### src/rtl/reg_read_ctrl_pkg.sv
// Shared widths, defaults and FSM state type for the register read controller.
// The settle counter width covers the full 1..15 settle range.
package reg_read_ctrl_pkg;

    localparam int DATA_W = 4;
    localparam int NREG   = 4;
    localparam int ADDR_W = 2;
    localparam int CNT_W  = 4;

    typedef enum logic [1:0] {
        IDLE   = 2'd0,
        DRIVE  = 2'd1,
        SAMPLE = 2'd2,
        DONE   = 2'd3
    } state_t;

endpackage

### src/rtl/reg_read_ctrl_settle_counter.sv
// Loadable down-counter that times the bus settle window; o_zero flags expiry.
// It saturates at zero so a stray enable can never wrap it around.
module settle_counter #(
    parameter int W = 4
) (
    input  logic         Clock,
    input  logic         Reset,
    input  logic         i_load,
    input  logic [W-1:0] i_loadValue,
    input  logic         i_enable,
    output logic         o_zero
);

    logic [W-1:0] r_count;

    always_ff @(posedge Clock) begin
        if (Reset) begin
            r_count <= '0;
        end else if (i_load) begin
            r_count <= i_loadValue;
        end else if (i_enable && (r_count != '0)) begin
            r_count <= r_count - 1'b1;
        end
    end

    assign o_zero = (r_count == '0);

endmodule

### src/rtl/reg_read_ctrl.sv
// Reads one of NREG tri-state bus registers: enable it, wait for the bus to settle,
// capture the value and pulse ReadValid. One read per SETTLE_CYCLES+3 clocks.
module reg_read_ctrl #(
    parameter int DATA_W        = reg_read_ctrl_pkg::DATA_W,
    parameter int NREG          = reg_read_ctrl_pkg::NREG,
    parameter int SETTLE_CYCLES = 1
) (
    input  logic                                 Clock,
    input  logic                                 Reset,
    input  logic                                 ReadReq,
    input  logic [reg_read_ctrl_pkg::ADDR_W-1:0] ReadAddr,
    input  logic [DATA_W-1:0]                    DBUS,
    output logic [NREG-1:0]                      RegOEn,
    output logic [DATA_W-1:0]                    ReadData,
    output logic                                 ReadValid,
    output logic                                 Busy
);

    import reg_read_ctrl_pkg::*;

    state_t            r_state;
    logic [NREG-1:0]   r_regOEn;
    logic [DATA_W-1:0] r_readData;
    logic              r_readValid;
    logic              r_busy;

    logic w_cntLoad;
    logic w_cntEnable;
    logic w_cntZero;

    // Loading S-1 makes DRIVE span exactly S cycles, leaving on the zero flag.
    assign w_cntLoad   = (r_state == IDLE) && ReadReq;
    assign w_cntEnable = (r_state == DRIVE) && !w_cntZero;

    settle_counter #(
        .W (CNT_W)
    ) u_settleCounter (
        .Clock       (Clock),
        .Reset       (Reset),
        .i_load      (w_cntLoad),
        .i_loadValue (CNT_W'(SETTLE_CYCLES - 1)),
        .i_enable    (w_cntEnable),
        .o_zero      (w_cntZero)
    );

    function automatic logic [NREG-1:0] selectOEn(input logic [ADDR_W-1:0] addr);
        logic [NREG-1:0] oen;
        oen = '1;
        for (int i = 0; i < NREG; i++) begin
            if (addr == ADDR_W'(i)) begin
                oen[i] = 1'b0;
            end
        end
        return oen;
    endfunction

    // The enable pattern is registered at accept, so it also serves as the latched address.
    always_ff @(posedge Clock) begin
        if (Reset) begin
            r_state     <= IDLE;
            r_regOEn    <= '1;
            r_readData  <= '0;
            r_readValid <= 1'b0;
            r_busy      <= 1'b0;
        end else begin
            r_readValid <= 1'b0;
            case (r_state)
                IDLE: begin
                    if (ReadReq) begin
                        r_state  <= DRIVE;
                        r_regOEn <= selectOEn(ReadAddr);
                        r_busy   <= 1'b1;
                    end
                end
                DRIVE: begin
                    if (w_cntZero) begin
                        r_state <= SAMPLE;
                    end
                end
                SAMPLE: begin
                    r_state     <= DONE;
                    r_readData  <= DBUS;
                    r_readValid <= 1'b1;
                    r_regOEn    <= '1;
                end
                DONE: begin
                    r_state <= IDLE;
                    r_busy  <= 1'b0;
                end
                default: begin
                    r_state  <= IDLE;
                    r_regOEn <= '1;
                    r_busy   <= 1'b0;
                end
            endcase
        end
    end

    assign RegOEn    = r_regOEn;
    assign ReadData  = r_readData;
    assign ReadValid = r_readValid;
    assign Busy      = r_busy;

endmodule

### config.mk
export PLATFORM = sky130hd
export DESIGN_NAME = reg_read_ctrl
export DESIGN_NICKNAME = d
export VERILOG_FILES = /design/src/rtl/reg_read_ctrl_pkg.sv /design/src/rtl/reg_read_ctrl_settle_counter.sv /design/src/rtl/reg_read_ctrl.sv
export SDC_FILE = /design/constraint.sdc
export NUM_CORES = 1
export LEC_CHECK = 0
export ABC_AREA = 1
export CAP_MARGIN = 20
export CORE_ASPECT_RATIO = 0.9
export CORE_UTILIZATION = 46
export DETAILED_ROUTE_END_ITERATION = 8
export PLACE_DENSITY_LB_ADDON = 0.3
export SLEW_MARGIN = 20
export SYNTH_ARGS = -nofsm -noshare
export SYNTH_HDL_FRONTEND = slang
export SYNTH_SLANG_ARGS = --single-unit
### constraint.sdc
create_clock -name Clock -period 1.4 [get_ports Clock]
set_input_delay 0.28 -clock Clock [delete_from_list [all_inputs] [get_ports Clock]]
set_output_delay 0.28 -clock Clock [all_outputs]
set_load 0.05 [all_outputs]
# Word-level counts from Yosys, hierarchy flattened
# Cells that the tools add are included.
[word_totals]
out_inout_bits = 10
elab_cells = 41
reg_bits = 16
in_bits = 9
[op_classes]
mux = 12
n_eq_ne = 8
addsub = 1
reduce_logical = 14
[ops]
columns = ["cell", "n"]
rows = [
  ["$eq 2x2->1 const B", 4],
  ["$pmux 2 s4", 1],
  ["$pmux 4 s2", 1],
  ["$mux 1", 6],
  ["$reduce_and 2->1", 3],
  ["$eq 2x1->1 const B", 2],
  ["$logic_not 2->1", 2],
  ["$logic_not 4->1", 1],
  ["$mux 2", 2],
  ["$mux 4", 1],
  ["$ne 2x2->1 const B", 2],
  ["$reduce_bool 2->1", 2],
  ["$reduce_bool 4->1", 1],
  ["$sub 4x1->4 const B", 1],
  ["$logic_and 1x1->1", 3],
  ["$pmux 1 s2", 1],
  ["$reduce_or 2->1", 1],
  ["$logic_not 1->1", 1],
]

# Depth between registers and ports, before layout
# Gate-level depths: netlist (run 1).
[logic_depth]
depth_word = 4
depth_mapped = 7
ltp_nobuf = 7

# Modules after synthesis
# From an unflattened synthesis (run 1), not the netlist that was laid out.
[unflattened]
hier_cells = 120
hier_area_um2 = 860.8
[by_module_without_submodules]
columns = ["module", "area_each_um2", "seq_area_each_um2", "cells_per_inst", "instances"]
rows = [
  ["reg_read_ctrl", 586.8, 240.2, 79, 1],
  ["settle_counter", 274.0, 80.1, 41, 1],
]

# Least setup slack after synthesis (run 1)
# No wires, ideal clock.
[synth_path]
path_kind = "register to register"
start = "register r_state[0]"
end = "register r_regOEn[1], in the netlist RegOEn[1]"
setup_time_ps = 125
t_arrival_ps = 1098
path_buffers = 0
synth_period_minus_slack_ps = 1222
t_required_ps = 1275
stages_incl_launch_ff = 6
setup_slack_ps = 178
cell_sequence = "dfxtp_1 > inv_1 > ha_1 > or2_1 > o21ai_0 > nand3_1"
[synth_via]
elab_chain_cells = 3
elab_cells_between_ends = 6
classes_between = "2 x eq/ne; 1 x mux; 3 x reduce/logical"
[synth_rtl]
columns = ["item", "line_no", "rtl"]
rows = [
  ["from (decl)", "reg_read_ctrl.sv:21", "state_t r_state;"],
  ["from (signal assigned)", "reg_read_ctrl.sv:60", "r_state <= IDLE;"],
  ["from (signal assigned)", "reg_read_ctrl.sv:70", "r_state <= DRIVE;"],
  ["from (signal assigned)", "reg_read_ctrl.sv:77", "r_state <= SAMPLE;"],
  ["$eq 2x2->1 / $logic_not 2->1 (equally long branches)", "reg_read_ctrl.sv:67", "case (r_state)"],
  ["$reduce_bool 2->1 (no source line) / $ne 2x2->1 (equally long branches)", "n/a", ""],
  ["$reduce_and 2->1 (no source line)", "n/a", ""],
  ["to (signal assigned)", "reg_read_ctrl.sv:71", "r_regOEn <= selectOEn(ReadAddr);"],
  ["to (decl)", "reg_read_ctrl.sv:22", "logic [NREG-1:0] r_regOEn;"],
]
# Parallel ways exist; a longest one is shown, timed or not.
# A chain may end at the register's enable or synchronous reset.

# Worst setup path after layout (run 1)
[layout_path]
start = "register r_state[1]"
end = "register u_settleCounter.r_count[1]"
[layout_via]
elab_chain_cells = 3
elab_cells_between_ends = 6
classes_between = "1 x eq/ne; 5 x reduce/logical"
[layout_rtl]
columns = ["item", "line_no", "rtl"]
rows = [
  ["$eq 2x1->1 / $logic_not 2->1 (equally long branches)", "reg_read_ctrl.sv:33, reg_read_ctrl.sv:32", ""],
  ["$logic_and 1x1->1, on equally long branches", "reg_read_ctrl.sv:33, reg_read_ctrl.sv:32", ""],
  ["$logic_and 1x1->1 / $reduce_or 2->1 (equally long branches)", "n/a", ""],
  ["to (signal assigned)", "reg_read_ctrl_settle_counter.sv:20", "r_count <= i_loadValue;"],
  ["to (signal assigned)", "reg_read_ctrl_settle_counter.sv:22", "r_count <= r_count - 1'b1;"],
  ["to (decl)", "reg_read_ctrl_settle_counter.sv:14", "logic [W-1:0] r_count;"],
]
# Parallel ways exist; a longest one is shown, timed or not.

==> flow_metrics.tcl, run 1 <==
set metrics [dict create \
    viasPerCell 5.05 \
    track_usage 0.203 \
    most-common-layout-cells "18 x nor2_1, 15 x dfxtp_1, 14 x nand2_1, 10 x buf_12" \
    fillerInstances 120 \
    seq_area_um2 322 \
    worstSetupPathType "reg2reg" \
    antenna_found_initial 0 \
    drt_wl_total_um 1540 \
    yosys.area_share.xor_xnor 0 \
    fin_crit_sh 0.938 \
    synth_top_family_by_area "simple AND/OR/NAND/NOR gates" \
    postRouteAntennaNets 0 \
    final_common_cell "nor2_1" \
    p_clk_frac 0.123 \
    start_kind "flip-flop" \
    cp_top_family "flip-flops" \
    hp-class "reg2reg" \
    num_io_pins 19 \
    synthMuxAreaShare 0 \
    clkSinkCount 16 \
    p_leak_nw 0.511 \
    p_per_area_nw_per_um2 2320 \
    num_vias 677 \
    drt-pass1-iter-count 6 \
    p_int_mw 1.41 \
    required_ps 1630 \
    drt-wirelength-per-cell_um 11.5 \
    endpoint_kind "flip-flop" \
    cts_root_buffer "clkbuf_4" \
    antenna_cells 0 \
    rows 13 \
    grt_pass1_wl_um 2480 \
    synth-simple-area-share 0.287 \
    multi_input_area_um2 369 \
    drcViolationCount 0 \
    finalSetupTns_ps 0 \
    synth_fa_ha_area_frac 0.0850 \
    grt_start_max_net_pins 12 \
    die_area_um2 1760 \
    outcome "finished, final reports clean" \
    crit_fanout 4 \
    max_freq_ghz 0.761 \
    slowest_stage "dfxtp_1" \
    synth_area_per_cell_um2 7.66 \
    numCtsBuffers 3 \
    yosysWarningCount 0 \
    grt_pass1_vias 621 \
    fin_crit_ps 1310 \
    setup_violations 0 \
    vdd_ir_drop_max_v 0.00147 \
    postCtsSetupBuffers 0 \
    power_mw 2.51 \
    crit_top_cell "inv_1" \
    clock_latency_ps 290 \
    max_cap_viol_count 0 \
    syn_to_final_growth_pct 47.1 \
    cts_tree "yes" \
    fin_skew_ps 5.27 \
    cts_resized 0 \
    gr-total-overflow 0 \
    portBuffers 18 \
    power.share.sequential 0.297 \
    drt-initial-drc-count 17 \
    whs_ps 494 \
    p_switching_mw 1.10 \
    hold_viol_final 0 \
    fin_util 0.739 \
    synth_area_um2 736 \
    synth.ff_latch_count 16 \
    fin_nets 134 \
    cts.htree.levels 1 \
    rsz0062_at_grt "false" \
    arrival_ps 1540 \
    critical_path.max_stage_delay_ps 380 \
    clkTransAtPathRegs_ps 90 \
    synth-seq-area-share 0.435 \
    die_width_um 44.2 \
    path_cells "inv_1, ha_1, nand2_2, inv_1, nor2_2, nand2_1, a21oi_1" \
    initial_core_util 0.503 \
    swShare 0.438 \
    relSlewSlack 0.795 \
    critPathBufInv 2 \
    clock_path_buffers 2 \
    comb_power_share 0.581 \
    tightest_slew_ps 307 \
    fp.coreArea_um2 1460 \
    slew_violations 0 \
    dp_hpwl_um 1140 \
    synth_compound_area_frac 0.129 \
    drive_gt1_frac 0.202 \
    holdBufCountCts 0 \
    syn_inst 96 \
    synth_cell_types 19 \
    synth_nets 110 \
    globalplace.congestion 0.748 \
    die_h_um 39.9 \
]
-- flip-flops by register name, indices dropped and copies added, names as in the netlist --
register	flops
Busy	1
ReadData	4
ReadValid	1
RegOEn	4
r_state	2
u_settleCounter.r_count	4
-- through the flow --
step	instances	area [um2]	setup slack, ps
2_1_floorplan	96	736	178
3_3_place_gp	130	1040	32.2
3_5_place_dp	130	1040	62.6
4_1_cts	134	1080	57.2
5_1_grt	134	1080	9.18
6_report	134	1080	86.4
-- synthesized netlist by cell type --
cell	instances	area [um2]
inv_2	2	7.51
ha_1	5	62.6
buf_2	1	5.00
a31oi_1	1	6.26
nand3_1	7	35.0
o21ai_0	9	45.0
a21oi_1	4	20.0
nand3b_1	1	7.51
dfxtp_1	16	320
nand4_1	2	12.5
nor2_2	1	6.26
or2_1	1	6.26
inv_1	9	33.8
nand2_2	2	12.5
nand2_1	14	52.6
o21ai_4	1	16.3
nor2_1	18	67.6
a21boi_1	1	7.51
nand2_4	1	11.3
-- final cells by class --
class / instances / share of cell area
timing repair buffer: 20 / 0.273
multi-input combinational: 68 / 0.341
clock buffer: 4 / 0.0335
inverter: 11 / 0.0382
sequential: 16 / 0.297
tap: 15 / 0.0173
-- power groups by stage --
stage	Sequential [mW]	Clock, mW	Combinational, mW
global route	0.764	0.338	1.54
CTS	0.742	0.312	1.46
global placement	0.740	0	1.42
detailed placement	0.750	0	1.44
floorplan	1.05	0	0.474
finish	0.744	0.308	1.46
-- layer usage --
layer,vias to the layer above,GRT usage,wire [um]
li1,352,-,-
met1,298,0.221,615
met5,-,0,0
met4,0,0.0682,17
met2,25,0.368,801
met3,2,0.0811,103
-- tightest hold or removal path: cells and delay by family (launching register included) --
family,cells,cell delay [ps]
flops,1,340
simple gates,1,70
compound gates,1,50
-- final timing paths --
path	start	to	slack, ps	cells after the start
worst min register to register	u_settleCounter.r_count[0]$_SDFFE_PP0P_	u_settleCounter.r_count[0]$_SDFFE_PP0P_	490	2
worst min-delay path	u_settleCounter.r_count[0]$_SDFFE_PP0P_	u_settleCounter.r_count[0]$_SDFFE_PP0P_	490	2
worst max register to register	r_state[1]$_SDFFE_PP0P_	u_settleCounter.r_count[1]$_SDFFE_PP0P_	90	7
worst max-delay path	r_state[1]$_SDFFE_PP0P_	u_settleCounter.r_count[1]$_SDFFE_PP0P_	90	7
-- cell families after synthesis --
family                   Yosys count
flip-flops                        16
AO/OA/AOI/OAI                     16
AND/OR/NAND/NOR                   47
buffers and inverters             12
adder cells (fa/ha/maj)            5
No activity file was read; power rests on OpenSTA's default activity.
==> run 2, diff against run 1 <==
Settings changed: CORE_ASPECT_RATIO 0.9 to unset.
==> run 2 against run 1 <==
Clock power is 26% lower. Utilization is 3.3 points lower. Flip-flop and latch count unchanged. Final cell count down 0.75%. Global-route usage is 0.17 points higher. Wire length shrank 0.26%. Critical path type unchanged.
==> flow_metrics.tcl, run 2 (synthesis gave the netlist of run 1 again) <==
set metrics [dict create \
    outcome "finished, final reports clean" \
    vdd_ir_drop_max_v 0.00142 \
    setup_violations 0 \
    fin_nets 133 \
    post-place-cells 129 \
    clkTransAtPathRegs_ps 90 \
    fp.coreArea_um2 1510 \
    tightest_slew_ps 301 \
    cts_tree "yes" \
    holdPathEnd "u_settleCounter.r_count[0]$_SDFFE_PP0P_" \
    die_width_um 42.0 \
    rows 14 \
    viasPerCell 5.05 \
    portBuffers 18 \
    max_cap_viol_count 0 \
    relSlewSlack 0.799 \
    numCtsBuffers 3 \
    drt-initial-drc-count 12 \
    fin_cells 133 \
    drive_gt1_frac 0.197 \
    p_per_area_nw_per_um2 2250 \
    globalplace.congestion 0.696 \
    worstSetupPathType "reg2reg" \
    gr-total-overflow 0 \
    fin_skew_ps 4.31 \
    track_usage 0.205 \
    place_area_um2 1030 \
    pre_cts_ws_ps -14.9 \
    rr_worst_depth 7 \
    drcViolationCount 0 \
    drt_wl_total_um 1530 \
    die_area_um2 1760 \
    drt-wirelength-per-cell_um 11.5 \
    cts.htree.levels 1 \
    arrival_ps 1510 \
    rrSetupSlack_ps 100 \
    cts_root_buffer "clkbuf_4" \
    grt_pass1_vias 669 \
    regToRegStartpoint "r_state[1]$_SDFFE_PP0P_" \
    required_ps 1610 \
    die_h_um 42.0 \
    hold_viol_final 0 \
    antenna_found_initial 0 \
    most-common-layout-cells "18 x nor2_1, 15 x dfxtp_1, 14 x nand2_1, 10 x buf_12, 9 x inv_1" \
    endpoint_kind "flip-flop" \
    initial_core_util 0.488 \
    fin_util 0.707 \
    num_io_pins 19 \
    p_leak_nw 0.497 \
    setup_slack_ps 104 \
    timing.rr.end "u_settleCounter.r_count[1]$_SDFFE_PP0P_" \
    crit_fanout 4 \
    rsz0062_at_grt "false" \
    antenna_cells 0 \
    finalInstanceArea_um2 1060 \
    hp-class "reg2reg" \
    start_kind "flip-flop" \
    fin_crit_sh 0.925 \
    dp_hpwl_um 1210 \
    grt_pass1_wl_um 2690 \
    worst_hold_path.num_cells 2 \
    slew_violations 0 \
    syn_to_final_growth_pct 44.7 \
    min-delay-start "u_settleCounter.r_count[0]$_SDFFE_PP0P_" \
    final_common_cell "nor2_1" \
    fin_crit_ps 1300 \
    holdBufCountCts 0 \
    finalSetupTns_ps 0 \
    drt-pass1-iter-count 4 \
    num_vias 671 \
    grt_start_max_net_pins 12 \
    postRouteAntennaNets 0 \
    clock_latency_ps 280 \
    clock_path_buffers 2 \
    max_freq_ghz 0.772 \
    clkSinkCount 16 \
]
-- run 2: changes by cell type in the layout (fill, tap and decap cells not counted) --
cell and delta:
o21ai_0 -1, ha_1 -1, clkbuf_8 -1, buf_4 -1
ha_2 +1, o21ai_1 +1
-- run 2: per-stage QoR --
stage / hold slack (ps) / total power, mW
after global routing: 528 / 2.55
final: 497 / 2.40
after detailed placement: 482 / 2.16
after global placement: 464 / 2.13
after CTS: 502 / 2.41
after floorplan: 352 / 1.53
-- run 2: worst max-delay path by stage --
stage / from / end / slack, ps / cells past startpoint
after global routing: r_state[1]$_SDFFE_PP0P_ / u_settleCounter.r_count[1]$_SDFFE_PP0P_ / 10 / 7
after CTS: r_state[0]$_SDFFE_PP0P_ / RegOEn[1]$_SDFFE_PP1P_ / 50 / 5
after global placement: Reset / Busy$_SDFFE_PP0P_ / 60 / 4
final: r_state[1]$_SDFFE_PP0P_ / u_settleCounter.r_count[1]$_SDFFE_PP0P_ / 100 / 7
after floorplan: r_state[0]$_SDFFE_PP0P_ / RegOEn[1]$_SDFFE_PP1P_ / 180 / 5
after detailed placement: r_state[0]$_SDFFE_PP0P_ / RegOEn[3]$_SDFFE_PP1P_ / -10 / 6
-- run 2: routing by layer --
| metal | vias to the layer above | wire [um] | GRT usage |
|---|---|---|---|
| li1 | 353 | - | - |
| met1 | 309 | 682 | 0.238 |
| met2 | 7 | 807 | 0.344 |
| met3 | 2 | 26 | 0.0259 |
| met4 | 0 | 17 | 0.148 |
| met5 | - | 0 | 0 |
-- run 2: worst max-delay path, cell delays in order (launching register included) --
cell and delay (ps):
dfxtp_1 390, inv_1 80, ha_1 250, nand2_2 110, inv_1 60, nor2_2 150, nand2_1 70, a21oi_1 110
-- run 2: layout make-up --
cell class,count,area (um2)
Clock buffer,3,22.5
Fill cell,118,442
Inverter,11,41.3
Multi-Input combinational cell,68,372
Sequential cell,16,322
Tap cell,16,20.0
Timing Repair Buffer,19,288
-- run 2: report_power, final --
group          leakage (nW)  internal [mW]  total [mW]  switching (mW)
clock network        0.0138         0.0996       0.228           0.128
registers             0.132          0.599       0.740           0.141
logic                 0.351          0.640        1.43           0.793
total                 0.497           1.34        2.40            1.06
-- run 2: repair_timing --
item,CTS,global route
gates resized for setup,1,2
setup buffers,1,0
setup endpoints to repair,3,4
hold endpoints to repair,0,0
